--- src/rtl/reset_seq_pkg.sv ---
// Shared definitions for the staged reset sequencer.
//   state_e : sequencer states (HOLD, RELEASE, RUN)
//   cause_e : last-reset cause codes reported on cause_o
//   cnt_width() : register width needed to hold 0..max_count, never below 1
package reset_seq_pkg;

  typedef enum logic [1:0] {
    HOLD    = 2'd0,
    RELEASE = 2'd1,
    RUN     = 2'd2
  } state_e;

  typedef enum logic [1:0] {
    CAUSE_POR = 2'd0,
    CAUSE_KEY = 2'd1,
    CAUSE_SW  = 2'd2
  } cause_e;

  function automatic int cnt_width(input int max_count);
    return (max_count < 1) ? 1 : $clog2(max_count + 1);
  endfunction

endpackage

--- src/rtl/reset_sequencer_if.sv ---
// Board-facing signal bundle of the reset sequencer.
//   key_i    : raw asynchronous push-button
//   sw_req_i : single-cycle software/watchdog reset request
//   rst_o    : staged active-high resets, bit 0 released first
//   busy_o   : high while any rst_o bit is high
//   cause_o  : cause of the last reset
// slave  = the sequencer side, master = the board/SoC side.
interface reset_sequencer_if #(
  parameter int NUM_OUT = 3
);
  import reset_seq_pkg::*;

  logic               key_i;
  logic               sw_req_i;
  logic [NUM_OUT-1:0] rst_o;
  logic               busy_o;
  cause_e             cause_o;

  modport slave  (input  key_i, sw_req_i, output rst_o, busy_o, cause_o);
  modport master (output key_i, sw_req_i, input  rst_o, busy_o, cause_o);

endinterface

--- src/rtl/reset_sequencer_key_debounce.sv ---
// Push-button conditioner: 2-FF synchroniser, polarity correction and a
// stability counter. The accepted level changes only after DEBOUNCE_CYCLES
// consecutive samples that all differ from the current accepted level.
//   clock, reset : system clock, synchronous active-high reset
//   key_i        : raw button level
//   level_o      : debounced level, 1 = pressed
//   press_o      : one-cycle pulse on the edge the level becomes pressed
module key_debounce
  import reset_seq_pkg::*;
#(
  parameter int DEBOUNCE_CYCLES = 65536,
  parameter bit ACTIVE_LOW      = 1'b1
) (
  input  logic clock,
  input  logic reset,
  input  logic key_i,
  output logic level_o,
  output logic press_o
);

  localparam int            CW       = cnt_width(DEBOUNCE_CYCLES - 1);
  localparam logic [CW-1:0] CNT_LAST = CW'(DEBOUNCE_CYCLES - 1);
  // Raw level of a released key; the synchroniser resets to it so that
  // leaving reset never looks like a press.
  localparam logic          KEY_IDLE = ACTIVE_LOW;

  logic          sync1_q, sync2_q;
  logic          sample;
  logic          level_q, level_d;
  logic          press_q, press_d;
  logic [CW-1:0] cnt_q, cnt_d;

  assign sample = sync2_q ^ ACTIVE_LOW;  // 1 = pressed

  // NOTE: sequential state is written with <= so every flop samples the
  // pre-edge values; blocking assignments here would collapse the synchroniser.
  always_ff @(posedge clock) begin
    if (reset) begin
      sync1_q <= KEY_IDLE;
      sync2_q <= KEY_IDLE;
      level_q <= 1'b0;
      press_q <= 1'b0;
      cnt_q   <= '0;
    end else begin
      sync1_q <= key_i;
      sync2_q <= sync1_q;
      level_q <= level_d;
      press_q <= press_d;
      cnt_q   <= cnt_d;
    end
  end

  // NOTE: every signal driven here gets a default first, so no path leaves
  // one unassigned and no latch is inferred.
  always_comb begin
    level_d = level_q;
    press_d = 1'b0;
    cnt_d   = cnt_q;
    if (sample == level_q) begin
      cnt_d = '0;
    end else if (cnt_q >= CNT_LAST) begin
      level_d = sample;
      press_d = sample;
      cnt_d   = '0;
    end else begin
      cnt_d = cnt_q + 1'b1;
    end
  end

  assign level_o = level_q;
  assign press_o = press_q;

endmodule

--- src/rtl/reset_sequencer.sv ---
// Staged reset generator. After the last trigger all rst_o bits stay high
// for HOLD_CYCLES, then release one by one in index order STAGE_GAP cycles
// apart. Triggers: reset, a debounced key press, or sw_req_i. The cause of
// the last trigger is kept on cause_o.
//   clock, reset : system clock, synchronous active-high reset (~pll_locked)
//   bus (slave)  : key_i, sw_req_i in; rst_o, busy_o, cause_o out (all registered)
module reset_sequencer
  import reset_seq_pkg::*;
#(
  parameter int NUM_OUT         = 3,
  parameter int HOLD_CYCLES     = 4096,
  parameter int STAGE_GAP       = 256,
  parameter int DEBOUNCE_CYCLES = 65536,
  parameter bit KEY_ACTIVE_LOW  = 1'b1
) (
  input  logic              clock,
  input  logic              reset,
  reset_sequencer_if.slave  bus
);

  localparam int            HW        = cnt_width(HOLD_CYCLES - 1);
  localparam int            GW        = cnt_width(STAGE_GAP - 1);
  localparam int            SW        = cnt_width(NUM_OUT - 1);
  localparam logic [HW-1:0] HOLD_LAST = HW'(HOLD_CYCLES - 1);
  localparam logic [GW-1:0] GAP_LAST  = GW'(STAGE_GAP - 1);
  localparam logic [SW-1:0] STG_LAST  = SW'(NUM_OUT - 1);

  state_e             state_q, state_d;
  logic [HW-1:0]      hold_q, hold_d;
  logic [GW-1:0]      gap_q, gap_d;
  logic [SW-1:0]      stage_q, stage_d;
  logic [NUM_OUT-1:0] rst_q, rst_d;
  logic               busy_q, busy_d;
  cause_e             cause_q, cause_d;
  logic               key_level, key_press;

  key_debounce #(
    .DEBOUNCE_CYCLES (DEBOUNCE_CYCLES),
    .ACTIVE_LOW      (KEY_ACTIVE_LOW)
  ) u_key (
    .clock   (clock),
    .reset   (reset),
    .key_i   (bus.key_i),
    .level_o (key_level),
    .press_o (key_press)
  );

  always_ff @(posedge clock) begin
    if (reset) begin
      state_q <= HOLD;
      hold_q  <= '0;
      gap_q   <= '0;
      stage_q <= '0;
      rst_q   <= '1;
      busy_q  <= 1'b1;
      cause_q <= CAUSE_POR;
    end else begin
      state_q <= state_d;
      hold_q  <= hold_d;
      gap_q   <= gap_d;
      stage_q <= stage_d;
      rst_q   <= rst_d;
      busy_q  <= busy_d;
      cause_q <= cause_d;
    end
  end

  always_comb begin
    state_d = state_q;
    hold_d  = hold_q;
    gap_d   = gap_q;
    stage_d = stage_q;
    rst_d   = rst_q;
    cause_d = cause_q;

    if (key_press || bus.sw_req_i) begin
      // Any trigger restarts the whole sequence; key wins over software.
      state_d = HOLD;
      hold_d  = '0;
      gap_d   = '0;
      stage_d = '0;
      rst_d   = '1;
      cause_d = key_press ? CAUSE_KEY : CAUSE_SW;
    end else begin
      unique case (state_q)
        HOLD: begin
          if (key_level) begin
            // Countdown only starts once the debounced key is released.
            hold_d = '0;
          end else if (hold_q == HOLD_LAST) begin
            hold_d  = '0;
            stage_d = SW'(1);
            rst_d   = rst_q << 1;  // release bit 0
            state_d = (NUM_OUT == 1) ? RUN : RELEASE;
          end else if (hold_q < HOLD_LAST) begin
            hold_d = hold_q + 1'b1;
          end
        end
        RELEASE: begin
          if (gap_q == GAP_LAST) begin
            gap_d = '0;
            // Outputs release low-to-high, so a left shift drops the
            // lowest still-asserted bit.
            rst_d = rst_q << 1;
            if (stage_q >= STG_LAST) begin
              state_d = RUN;
            end else begin
              stage_d = stage_q + 1'b1;
            end
          end else if (gap_q < GAP_LAST) begin
            gap_d = gap_q + 1'b1;
          end
        end
        RUN: begin
          rst_d = '0;
        end
        default: begin
          state_d = HOLD;
          hold_d  = '0;
          gap_d   = '0;
          stage_d = '0;
          rst_d   = '1;
        end
      endcase
    end
  end

  assign busy_d      = |rst_d;
  assign bus.rst_o   = rst_q;
  assign bus.busy_o  = busy_q;
  assign bus.cause_o = cause_q;

endmodule
--- src/flat_wrapper.sv ---
// flat-port wrapper written by rule: the top's interface ports become plain ports
module reset_sequencer_flat import reset_seq_pkg::*;
#(
  parameter int NUM_OUT         = 3,
  parameter int HOLD_CYCLES     = 4096,
  parameter int STAGE_GAP       = 256,
  parameter int DEBOUNCE_CYCLES = 65536,
  parameter bit KEY_ACTIVE_LOW  = 1'b1
)
  (clock, reset, bus_key_i, bus_sw_req_i, bus_rst_o, bus_busy_o, bus_cause_o);
  reset_sequencer_if #(.NUM_OUT(NUM_OUT)) bus_i ();
  input  logic clock;
  input  logic reset;
  input wire logic [$bits(bus_i.key_i)-1:0] bus_key_i;
  input wire logic [$bits(bus_i.sw_req_i)-1:0] bus_sw_req_i;
  output wire logic [$bits(bus_i.rst_o)-1:0] bus_rst_o;
  output wire logic [$bits(bus_i.busy_o)-1:0] bus_busy_o;
  output wire logic [$bits(bus_i.cause_o)-1:0] bus_cause_o;
  assign bus_i.key_i = bus_key_i;
  assign bus_i.sw_req_i = bus_sw_req_i;
  assign bus_rst_o = bus_i.rst_o;
  assign bus_busy_o = bus_i.busy_o;
  assign bus_cause_o = bus_i.cause_o;
  reset_sequencer #(.NUM_OUT(NUM_OUT), .HOLD_CYCLES(HOLD_CYCLES), .STAGE_GAP(STAGE_GAP), .DEBOUNCE_CYCLES(DEBOUNCE_CYCLES), .KEY_ACTIVE_LOW(KEY_ACTIVE_LOW)) u_core (.clock(clock), .reset(reset), .bus(bus_i));
endmodule
--- config.mk ---
export PLATFORM = sky130hd
export DESIGN_NAME = reset_sequencer_flat
export DESIGN_NICKNAME = d
export VERILOG_FILES = /design/src/rtl/reset_seq_pkg.sv /design/src/rtl/reset_sequencer_if.sv /design/src/rtl/reset_sequencer_key_debounce.sv /design/src/rtl/reset_sequencer.sv /design/src/flat_wrapper.sv
export SDC_FILE = /design/constraint.sdc
export NUM_CORES = 1
export LEC_CHECK = 0
export BUFFER_PORTS_ARGS = -buffer_cell sky130_fd_sc_hd__buf_2
export CAP_MARGIN = 20
export CELL_PAD_IN_SITES_DETAIL_PLACEMENT = 1
export CELL_PAD_IN_SITES_GLOBAL_PLACEMENT = 1
export CORE_UTILIZATION = 28
export DETAILED_ROUTE_END_ITERATION = 7
export PLACE_DENSITY_LB_ADDON = 0.1
export SLEW_MARGIN = 20
export SYNTH_ARGS = -nofsm -noshare
export SYNTH_HDL_FRONTEND = slang
export SYNTH_SLANG_ARGS = --single-unit
--- constraint.sdc ---
create_clock -name clock -period 2.1 [get_ports clock]
set_input_delay 0.42 -clock clock [delete_from_list [all_inputs] [get_ports clock]]
set_output_delay 0.42 -clock clock [all_outputs]
set_load 0.05 [all_outputs]
==> flow_metrics.env, run 1 <==
export IMPL_clk_pin_slew_ns=0.09
export IMPL_grt_ovfl_total=0
export IMPL_cts_tree="built"
export IMPL_drt_iter0_drc=37
export IMPL_critPathKind="flop to flop"
export IMPL_row_count=32
export IMPL_synth_seq_area_share=0.445
export IMPL_startpoint_type="flop"
export IMPL_max_clock_freq_mhz=526
export IMPL_cts_root_buf="clkbuf_8"
export IMPL_r2r_start="u_core.hold_q[0]"
export IMPL_synth_top_area_cell="dfxtp_1"
export IMPL_outcome="completed"
export IMPL_finalSetupTns_ns=0
export IMPL_synth_cells=245
export IMPL_met3_length_um=121
export IMPL_ir_drop_v=0.000214
export IMPL_met2_length_mm=2.20
export IMPL_die_y_um=91.6
export IMPL_end_kind="flop"
export IMPL_clk_path_buf_depth=2
export IMPL_fin_util=0.338
export IMPL_place_area_um2=2520
export IMPL_antenna_found_initial=0
export IMPL_drv_cap=0
export IMPL_cts_sinks=50
export IMPL_synth_common_cells="50 x dfxtp_1, 45 x nor2_1, 17 x xor2_1"
export IMPL_synth_edf_count=0
export IMPL_p_sw_w=0.000366
export IMPL_min_from="bus_key_i"
export IMPL_drv_slew=0
export IMPL_syn_cell_area_um2=2250
export IMPL_skew_ns=0.00706
export IMPL_area_growth_pct=16.3
export IMPL_setup_viol=0
export IMPL_r2r_slack_ns=0.20
export IMPL_r2r_cells=6
export IMPL_cts_buffers=5
export IMPL_routedWlPerCell_um=12.9
export IMPL_hold_viol=0
export IMPL_fin_crit_ns=1.90
export IMPL_async_flop_share=0
export IMPL_highest_layer="met4"
export IMPL_place_gp_congestion=0.779
export IMPL_seqPwrFrac=0.597
export IMPL_viasPerCell=4.69
export IMPL_multi_input_area_um2=1190
export IMPL_fin_crit_sh=0.905
export IMPL_drive_above_1_share=0.181
export IMPL_rsz0062_at_grt="false"
export IMPL_final_cell_area_um2=2620
export IMPL_worstReg2RegEnd="u_core.bus.busy_o"
export IMPL_start_util=0.291
export IMPL_hold_buffers=0
export IMPL_syn_avg_cell_area_um2=9.18
export IMPL_yosysUniqueCellTypes=40
export IMPL_grt_pass1_vias=1739
export IMPL_power_total_w=0.00160
export IMPL_firstDrtPassIters=4
export IMPL_wl_mm=4.83
export IMPL_synth_top_cell_area_share=0.445
export IMPL_ys_flop_type="dfxtp_1"
export IMPL_p_clk_frac=0.374
export IMPL_ios=10
export IMPL_synthTopCellsByArea="dfxtp_1 45%, nor2_1 7.5%, xor2_1 6.6%"
export IMPL_diodes=0
export IMPL_synth_nets=257
export IMPL_p_sw_frac=0.228
export IMPL_drc=0
export IMPL_port_buffer_count=9
export IMPL_yosysMostFrequentCell="dfxtp_1"
export IMPL_crit_chain="ha_1 -> nand4b_1 -> nor3_2 -> mux2_2 -> a221oi_1 -> nand3_1"
export IMPL_core_um2=7730
export IMPL_p_int_w=0.00124
export IMPL_critPathMaxStageDelay_ns=0.39
export IMPL_grt_total_usage=0.126
export IMPL_arrival_ns=2.08
export IMPL_grt_max_degree=16
export IMPL_dieArea_um2=8390
export IMPL_max_slew_margin_rel=0.771
export IMPL_area_sequential_um2=1000
export IMPL_vias=1750
export IMPL_dieWidth_um=91.6
export IMPL_holdPathStages=2
export IMPL_power_frac_comb=0.029
export IMPL_ys_warn_count=0
export IMPL_ant_nets=0
export IMPL_p_per_area_nw_per_um2=613
export IMPL_grt_first_pass_wirelength_mm=8.34
export IMPL_wl_met1_mm=2.44
export IMPL_ys_ff_latch=50
export IMPL_path_max_fanout=3
export IMPL_worstSkewPairLatency_ns=0.30
export IMPL_postCtsSetupBuffers=0
export IMPL_ctsResizeCount=0
export IMPL_min_to="u_core.u_key.sync1_q"
export IMPL_cp_required_ns=2.28
export IMPL_worst_pin_slew_ns=0.343
export IMPL_hold_class="input pin to flop"
export IMPL_power_leakage_nw=0.937
export IMPL_place_hpwl_mm=3.60
export IMPL_nets=282
export IMPL_critPathSlowestCell="dfxtp_1"
export IMPL_ctsHtreeMaxLevel=2
export IMPL_fill_cells=917
power groups by stage:
stage          sequential, W  combinational [W]  clock [W]
2_1_floorplan       0.000983          0.0000193          0
3_3_place_gp        0.000979          0.0000478          0
3_5_place_dp        0.000979          0.0000475          0
4_1_cts             0.000957          0.0000476   0.000643
5_1_grt             0.000958          0.0000517   0.000665
6_report            0.000957          0.0000460   0.000599
metal layers:
layer,global-route usage,vias to the layer above
met2,0.204,14
met5,0,-
met3,0.0307,4
li1,-,893
met1,0.163,839
met4,0.0437,0
critical path: cells and delay by family, from the launching register on:
family	cells	cell delay (ns)
multiplexers	1	0.37
adder cells (fa/ha/maj)	1	0.18
AO/OA/AOI/OAI	1	0.31
AND/OR/NAND/NOR	3	0.53
flip-flops	1	0.39
logic make-up (layout without fill, tap and decap cells):
| family | count (synthesis) | after routing | share of synthesized area |
|---|---|---|---|
| AND/OR/NAND/NOR | 112 | 112 | 0.262 |
| XOR/XNOR | 30 | 30 | 0.117 |
| AO/OA/AOI/OAI | 25 | 25 | 0.0785 |
| flip-flops | 50 | 50 | 0.445 |
| buffers and inverters | 14 | 40 | 0.0250 |
| adder cells (fa/ha/maj) | 8 | 8 | 0.0445 |
| multiplexers | 6 | 6 | 0.0278 |
how the worst max path moves through the flow:
stage,to,from,cells after the start
after floorplan,u_core.bus.busy_o,u_core.hold_q[0],6
after global placement,u_core.bus.busy_o,u_core.hold_q[0],6
after detailed placement,u_core.bus.busy_o,u_core.hold_q[0],6
after CTS,u_core.bus.busy_o,u_core.hold_q[0],6
after global routing,u_core.bus.busy_o,u_core.hold_q[0],6
final,u_core.bus.busy_o,u_core.hold_q[0],6
metrics by stage:
step | cells | hold WS (ns) | worst slack (ns)
detailed placement | 365 | 0.395 | 0.176
global placement | 365 | 0.397 | 0.277
floorplan | 245 | 0.389 | 0.324
global route | 373 | 0.277 | 0.0463
finish | 373 | 0.295 | 0.199
CTS | 373 | 0.282 | 0.181
sequential cells by signal, indices dropped and copies added (netlist names):
| signal | count |
|---|---|
| u_core.u_key.sync2_q | 1 |
| u_core.bus.busy_o | 1 |
| u_core.gap_q | 8 |
| u_core.state_q | 2 |
| u_core.u_key.cnt_q | 16 |
| u_core.bus.cause_o | 2 |
| u_core.u_key.press_o | 1 |
| u_core.u_key.sync1_q | 1 |
| u_core.bus.rst_o | 3 |
| u_core.hold_q | 12 |
| u_core.u_key.level_o | 1 |
| u_core.stage_q | 2 |
cell usage in the layout, fill, tap and decap left out, drive strengths merged, types with 6 or more instances in the layout:
master	synthesis	final
nand4	9	9
xnor2	13	13
inv	8	8
dfxtp	50	50
nor2	47	47
buf	3	24
clkbuf	3	6
o21ai	6	6
and3	7	7
nand3	11	11
xor2	17	17
ha	8	8
nand2	12	12
nor3	6	6
a21oi	7	7
area by class of cell:
type,count,share of cell area
Multi-Input combinational cell,181,0.456
Sequential cell,50,0.383
Timing Repair Buffer,24,0.0651
Tap cell,102,0.0488
Clock buffer,6,0.0316
Inverter,8,0.0115
Clock inverter,2,0.00478
Power figures use the tool's default switching activity.
==> run 2, diff against run 1 <==
--- a/config.mk
+++ b/config.mk
@@ -5,6 +5,7 @@
 export SDC_FILE = /design/constraint.sdc
 export NUM_CORES = 1
 export LEC_CHECK = 0
+export ABC_AREA = 1
 export BUFFER_PORTS_ARGS = -buffer_cell sky130_fd_sc_hd__buf_2
 export CAP_MARGIN = 20
 export CELL_PAD_IN_SITES_DETAIL_PLACEMENT = 1
==> run 2 against run 1 <==
Clock skew shrank 0.0012 ns. Critical endpoint is now u_core.gap_q[6]. Critical path type unchanged. Clock-buffer cell count down 1. Largest cell class unchanged. Sequential power about the same. Combinational power decreased by 13%.
==> flow_metrics.env, run 2 <==
export IMPL_synth_common_cells="61 x nand2_1, 57 x nor2_1, 50 x dfxtp_1"
export IMPL_yosysMostFrequentCell="nand2_1"
export IMPL_die_y_um=96.2
export IMPL_synth_edf_count=0
export IMPL_ctsHtreeMaxLevel=2
export IMPL_hold_viol=0
export IMPL_ir_drop_v=0.000234
export IMPL_grt_max_degree=18
export IMPL_top_register="u_core.u_key.cnt_q"
export IMPL_setup_viol=0
export IMPL_viasPerCell=4.42
export IMPL_drv_cap=0
export IMPL_antenna_found_initial=0
export IMPL_grt_ovfl_total=0
export IMPL_cts_tree="built"
export IMPL_area_growth_pct=11.3
export IMPL_path_max_fanout=8
export IMPL_critPathBufInv=2
export IMPL_fin_crit_sh=0.830
export IMPL_fin_util=0.330
export IMPL_critPathKind="flop to flop"
export IMPL_rsz0062_at_grt="false"
export IMPL_core_um2=8380
export IMPL_critPathMaxStageDelay_ns=0.39
export IMPL_synth_top_area_cell="dfxtp_1"
export IMPL_arrival_ns=1.94
export IMPL_grt_first_pass_wirelength_mm=9.03
export IMPL_wl_mm=5.20
export IMPL_place_gp_congestion=0.733
export IMPL_crit_chain="inv_1 -> ha_1 -> nor2_4 -> inv_2 -> nor2_1 -> nand3_1 -> o21ai_0 -> a21oi_1"
export IMPL_drc=0
export IMPL_ys_ff_latch=50
export IMPL_synth_nets=351
export IMPL_largest_reg_flops=16
export IMPL_outcome="completed"
export IMPL_firstDrtPassIters=4
export IMPL_drive_above_1_share=0.127
export IMPL_async_flop_share=0
export IMPL_largestRegisters="u_core.u_key.cnt_q: 16 flops, u_core.hold_q: 12 flops, u_core.gap_q: 8 flops"
export IMPL_max_clock_freq_mhz=574
export IMPL_fin_crit_ns=1.74
export IMPL_port_buffer_count=9
export IMPL_clk_path_buf_depth=2
export IMPL_synth_top_cell_area_share=0.403
export IMPL_skew_ns=0.00587
export IMPL_worst_pin_slew_ns=0.323
export IMPL_row_count=33
export IMPL_synth_seq_area_share=0.403
export IMPL_diodes=0
export IMPL_cts_root_buf="clkbuf_8"
export IMPL_clk_pin_slew_ns=0.10
export IMPL_end_kind="flop"
export IMPL_vias=2028
export IMPL_start_util=0.296
export IMPL_syn_cell_area_um2=2480
export IMPL_ios=10
export IMPL_ys_flop_type="dfxtp_1"
export IMPL_final_cell_mix="61 x nand2_1, 57 x nor2_1, 50 x dfxtp_1"
export IMPL_power_leakage_nw=1.06
export IMPL_finalSetupTns_ns=0
export IMPL_hold_class="input pin to flop"
export IMPL_dieArea_um2=9250
export IMPL_postCtsSetupBuffers=0
export IMPL_layout_commonest_cell="nand2_1"
export IMPL_grt_pass1_vias=2065
export IMPL_max_slew_margin_rel=0.785
export IMPL_routedWlPerCell_um=11.3
export IMPL_place_hpwl_mm=4.05
export IMPL_syn_avg_cell_area_um2=7.33
export IMPL_nets=365
export IMPL_grt_total_usage=0.126
export IMPL_ctsResizeCount=0
export IMPL_cts_buffers=5
export IMPL_hold_buffers=0
export IMPL_startpoint_type="flop"
export IMPL_ant_nets=0
export IMPL_p_per_area_nw_per_um2=620
export IMPL_synthTopCellsByArea="dfxtp_1 40%, nand2_1 9.2%, nor2_1 8.6%"
export IMPL_cts_sinks=50
export IMPL_cp_top_family="simple AND/OR/NAND/NOR gates"
export IMPL_drt_iter0_drc=48
export IMPL_synth_cells=339
export IMPL_critPathSlowestCell="dfxtp_1"
export IMPL_cp_required_ns=2.30
export IMPL_ys_warn_count=0
export IMPL_yosysUniqueCellTypes=31
export IMPL_worstSkewPairLatency_ns=0.30
export IMPL_drv_slew=0
export IMPL_dieWidth_um=96.2
-- run 2: changes by cell type after synthesis, sizes merged, moves of 4 or more --
cell	before	now
and3	7	0
nand2	12	67
inv	8	48
mux2i	4	0
xnor2	13	4
nor3	6	15
a21oi	7	16
nor2	47	65
nand2b	4	0
o21ai	6	10
nand3	11	24
-- run 2: metrics by stage --
step	instances	area [um2]	power [W]	hold WS [ns]	setup WS, ns
after floorplan	339	2480	0.00101	0.389	0.535
after global placement	451	2650	0.00102	0.392	0.430
after detailed placement	451	2650	0.00102	0.398	0.353
after CTS	459	2760	0.00175	0.273	0.326
after global routing	459	2760	0.00179	0.266	0.169
final	459	2760	0.00171	0.288	0.357
-- run 2: final cells by class --
| class | count | area, um2 |
|---|---|---|
| clock inverter | 3 | 47.5 |
| fill | 1046 | 5620 |
| tap | 105 | 131 |
| clock buffer | 5 | 68.8 |
| inverter | 48 | 180 |
| timing repair buffer | 10 | 52.6 |
| sequential | 50 | 1000 |
| multi-input combinational | 238 | 1280 |
-- run 2: kinds of logic after synthesis --
family	Yosys count	synth area share
DFF	50	0.403
and+or+nand+nor	184	0.353
adders and majority gates	8	0.0403
AOI/OAI and AO/OA	28	0.0599
buffers and inverters	51	0.0806
xor gates and xnor gates	18	0.0635
-- run 2: layer usage --
metal,global-route usage,vias up,routed length [um]
met5,0,-,0
met4,0.0373,0,46
met3,0.0261,4,101
met2,0.230,10,2570
met1,0.146,925,2480
li1,-,1089,-
-- run 2: path summary, 6_finish.rpt --
kind | start | to | slack, ns | depth (start not counted)
setup / recovery | u_core.state_q[0] | u_core.gap_q[6] | 0.36 | 8
hold / removal | bus_key_i | u_core.u_key.sync1_q | 0.29 | 2
setup reg to reg | u_core.state_q[0] | u_core.gap_q[6] | 0.36 | 8
hold reg to reg | u_core.u_key.sync1_q | u_core.u_key.sync2_q | 0.42 | 1
-- run 2: worst register-to-register path: stages (launching register included) --
cell     delay (ns)
dfxtp_1        0.39
inv_1          0.08
ha_1           0.31
nor2_4         0.25
inv_2          0.08
nor2_1         0.19
nand3_1        0.13
o21ai_0        0.16
a21oi_1        0.05
-- run 2: report_power, final --
| group | internal [W] | leakage [nW] | switching, W | total, W |
|---|---|---|---|---|
| sequential | 0.000953 | 0.404 | 0.00000323 | 0.000956 |
| clock | 0.000362 | 0.0587 | 0.000355 | 0.000716 |
| combinational | 0.0000130 | 0.602 | 0.0000268 | 0.0000398 |
==> run 3, diff against run 2 <==
==> constraint.sdc (replaced) <==
create_clock -name clock -period 1.8 [get_ports clock]
set_input_delay 0.36 -clock clock [delete_from_list [all_inputs] [get_ports clock]]
set_output_delay 0.36 -clock clock [all_outputs]
set_load 0.05 [all_outputs]
==> run 3 against run 2 <==
Cell area grew 0.68%. Register-to-register slack got worse by 0.11 ns. Critical path type unchanged. Combinational power rose by 16%. Highest routed layer unchanged. Clock skew grew 0.0037 ns. Sequential share of layout area fell by 0.24 points. First-iteration DRC count shrank 21%. Total power increased by 15%. Largest cell class unchanged. Clock power grew 13%.
==> flow_metrics.env, run 3 (same netlist as run 2, synthesis figures left out) <==
export IMPL_place_gp_congestion=0.718
export IMPL_fin_crit_sh=0.863
export IMPL_dieWidth_um=96.2
export IMPL_vias=2018
export IMPL_p_per_area_nw_per_um2=708
export IMPL_path_max_fanout=10
export IMPL_worst_path_stages=8
export IMPL_rsz0062_at_grt="false"
export IMPL_start_util=0.296
export IMPL_clk_pin_slew_ns=0.09
export IMPL_critPathMaxStageDelay_ns=0.35
export IMPL_grtUsageMet1=0.142
export IMPL_hold_viol=0
export IMPL_wl_mm=5.23
export IMPL_preCtsSetupSlack_ns=0.127
export IMPL_diodes=0
export IMPL_place_hpwl_mm=4.10
export IMPL_grt_ovfl_total=0
export IMPL_ir_drop_v=0.000389
export IMPL_largestRegisters="u_core.u_key.cnt_q: 16 flops, u_core.hold_q: 12 flops, u_core.gap_q: 8 flops"
export IMPL_grt_use_met3=0.0284
export IMPL_outcome="completed"
export IMPL_fin_crit_ns=1.55
export IMPL_critPathSlowestCell="dfxtp_1"
export IMPL_grt_max_degree=15
export IMPL_worstSkewPairLatency_ns=0.30
export IMPL_place_area_um2=2660
export IMPL_cp_top_family="simple AND/OR/NAND/NOR gates"
export IMPL_cts_root_buf="clkbuf_8"
export IMPL_viasPerCell=4.39
export IMPL_port_buffer_count=9
export IMPL_end_kind="flop"
export IMPL_finalSetupTns_ns=0
export IMPL_worstReg2RegEnd="u_core.hold_q[1]"
export IMPL_cp_required_ns=2.03
export IMPL_r2r_start="u_core.state_q[1]"
export IMPL_grt_first_pass_wirelength_mm=9.11
export IMPL_ctsHtreeMaxLevel=2
export IMPL_top_register="u_core.u_key.cnt_q"
export IMPL_grt_pass1_vias=2018
export IMPL_ant_nets=0
export IMPL_cts_buffers=5
export IMPL_cts_tree="built"
export IMPL_cts_sinks=50
export IMPL_antenna_found_initial=0
export IMPL_max_slew_margin_rel=0.801
export IMPL_core_um2=8380
export IMPL_nets=367
export IMPL_postCtsSetupBuffers=0
export IMPL_crit_chain="inv_1 -> ha_2 -> inv_1 -> nor2_1 -> nand2_1 -> nand2_1 -> nand2_2 -> nor3_1"
export IMPL_r2r_cells=8
export IMPL_arrival_ns=1.78
export IMPL_routedWlPerCell_um=11.4
export IMPL_power_leakage_nw=1.07
export IMPL_die_y_um=96.2
export IMPL_startpoint_type="flop"
export IMPL_drc=0
export IMPL_crit_path_end="u_core.hold_q[1]"
export IMPL_worst_pin_slew_ns=0.298
export IMPL_setup_viol=0
export IMPL_fill_cells=1072
export IMPL_area_growth_pct=12.0
export IMPL_r2r_slack_ns=0.25
export IMPL_final_cell_mix="61 x nand2_1, 57 x nor2_1, 50 x dfxtp_1"
export IMPL_layout_commonest_cell="nand2_1"
export IMPL_hold_class="input pin to flop"
export IMPL_critPathKind="flop to flop"
export IMPL_min_from="bus_key_i"
export IMPL_crit_path_start="u_core.state_q[1]"
export IMPL_dieArea_um2=9250
export IMPL_max_clock_freq_mhz=643
export IMPL_final_cell_area_um2=2780
export IMPL_firstDrtPassIters=4
export IMPL_setup_ws_ns=0.246
export IMPL_grt_total_usage=0.128
export IMPL_critPathBufInv=2
export IMPL_drt_iter0_drc=38
export IMPL_drv_slew=0
export IMPL_ios=10
export IMPL_grt_busiest_layer="met2"
export IMPL_clk_path_buf_depth=2
export IMPL_drv_cap=0
export IMPL_drive_above_1_share=0.132
export IMPL_skew_ns=0.00956
export IMPL_largest_reg_flops=16
export IMPL_met2_usage=0.238
export IMPL_row_count=33
[run 3: cell types whose count changed in the layout (fill, tap and decap cells not counted), sizes merged]
cell	before	now
inv	49	48
clkbuf	5	6
buf	10	12
clkinv	1	0
[run 3: layout make-up]
type | instances | area [um2] | area share
inverters | 48 | 180 | 0.0647
well taps | 105 | 131 | 0.0472
repair buffers | 12 | 67.6 | 0.0243
clock inverters | 1 | 30.0 | 0.0108
clock buffers | 6 | 82.6 | 0.0297
flip-flops and latches | 50 | 1000 | 0.360
multi-input cells | 238 | 1290 | 0.464
[run 3: per-stage QoR]
step	instances	hold WS (ns)	total power [W]	util
after CTS	460	0.228	0.00203	0.331
after global routing	460	0.230	0.00207	0.332
after floorplan	339	0.389	0.00117	-
after detailed placement	453	0.398	0.00119	0.318
after global placement	453	0.393	0.00119	0.318
final	460	0.242	0.00197	0.332
[run 3: worst min-delay path by stage]
stage	slack [ns]	cells past startpoint	endpoint
final	0.24	2	u_core.u_key.sync1_q
after global routing	0.23	2	u_core.u_key.sync1_q
after CTS	0.23	2	u_core.u_key.sync1_q
after detailed placement	0.40	1	u_core.u_key.sync2_q
after global placement	0.39	1	u_core.u_key.sync2_q
after floorplan	0.39	1	u_core.u_key.sync2_q
[run 3: repair_timing]
action                                  CTS  global route
endpoints found under the setup margin    0             4
hold buffers                              0             0
gates resized for setup                   0             2
[run 3: where the power goes]
group | internal (W) | leakage [nW] | total [W] | switching [W]
combinational | 0.0000150 | 0.612 | 0.0000463 | 0.0000313
clock | 0.000445 | 0.0573 | 0.000807 | 0.000362
sequential | 0.00111 | 0.404 | 0.00112 | 0.00000427
[run 3: routing by layer]
layer | vias up | wire (um)
li1 | 1098 | -
met1 | 906 | 2460
met2 | 10 | 2600
met3 | 4 | 111
met4 | 0 | 52
met5 | - | 0
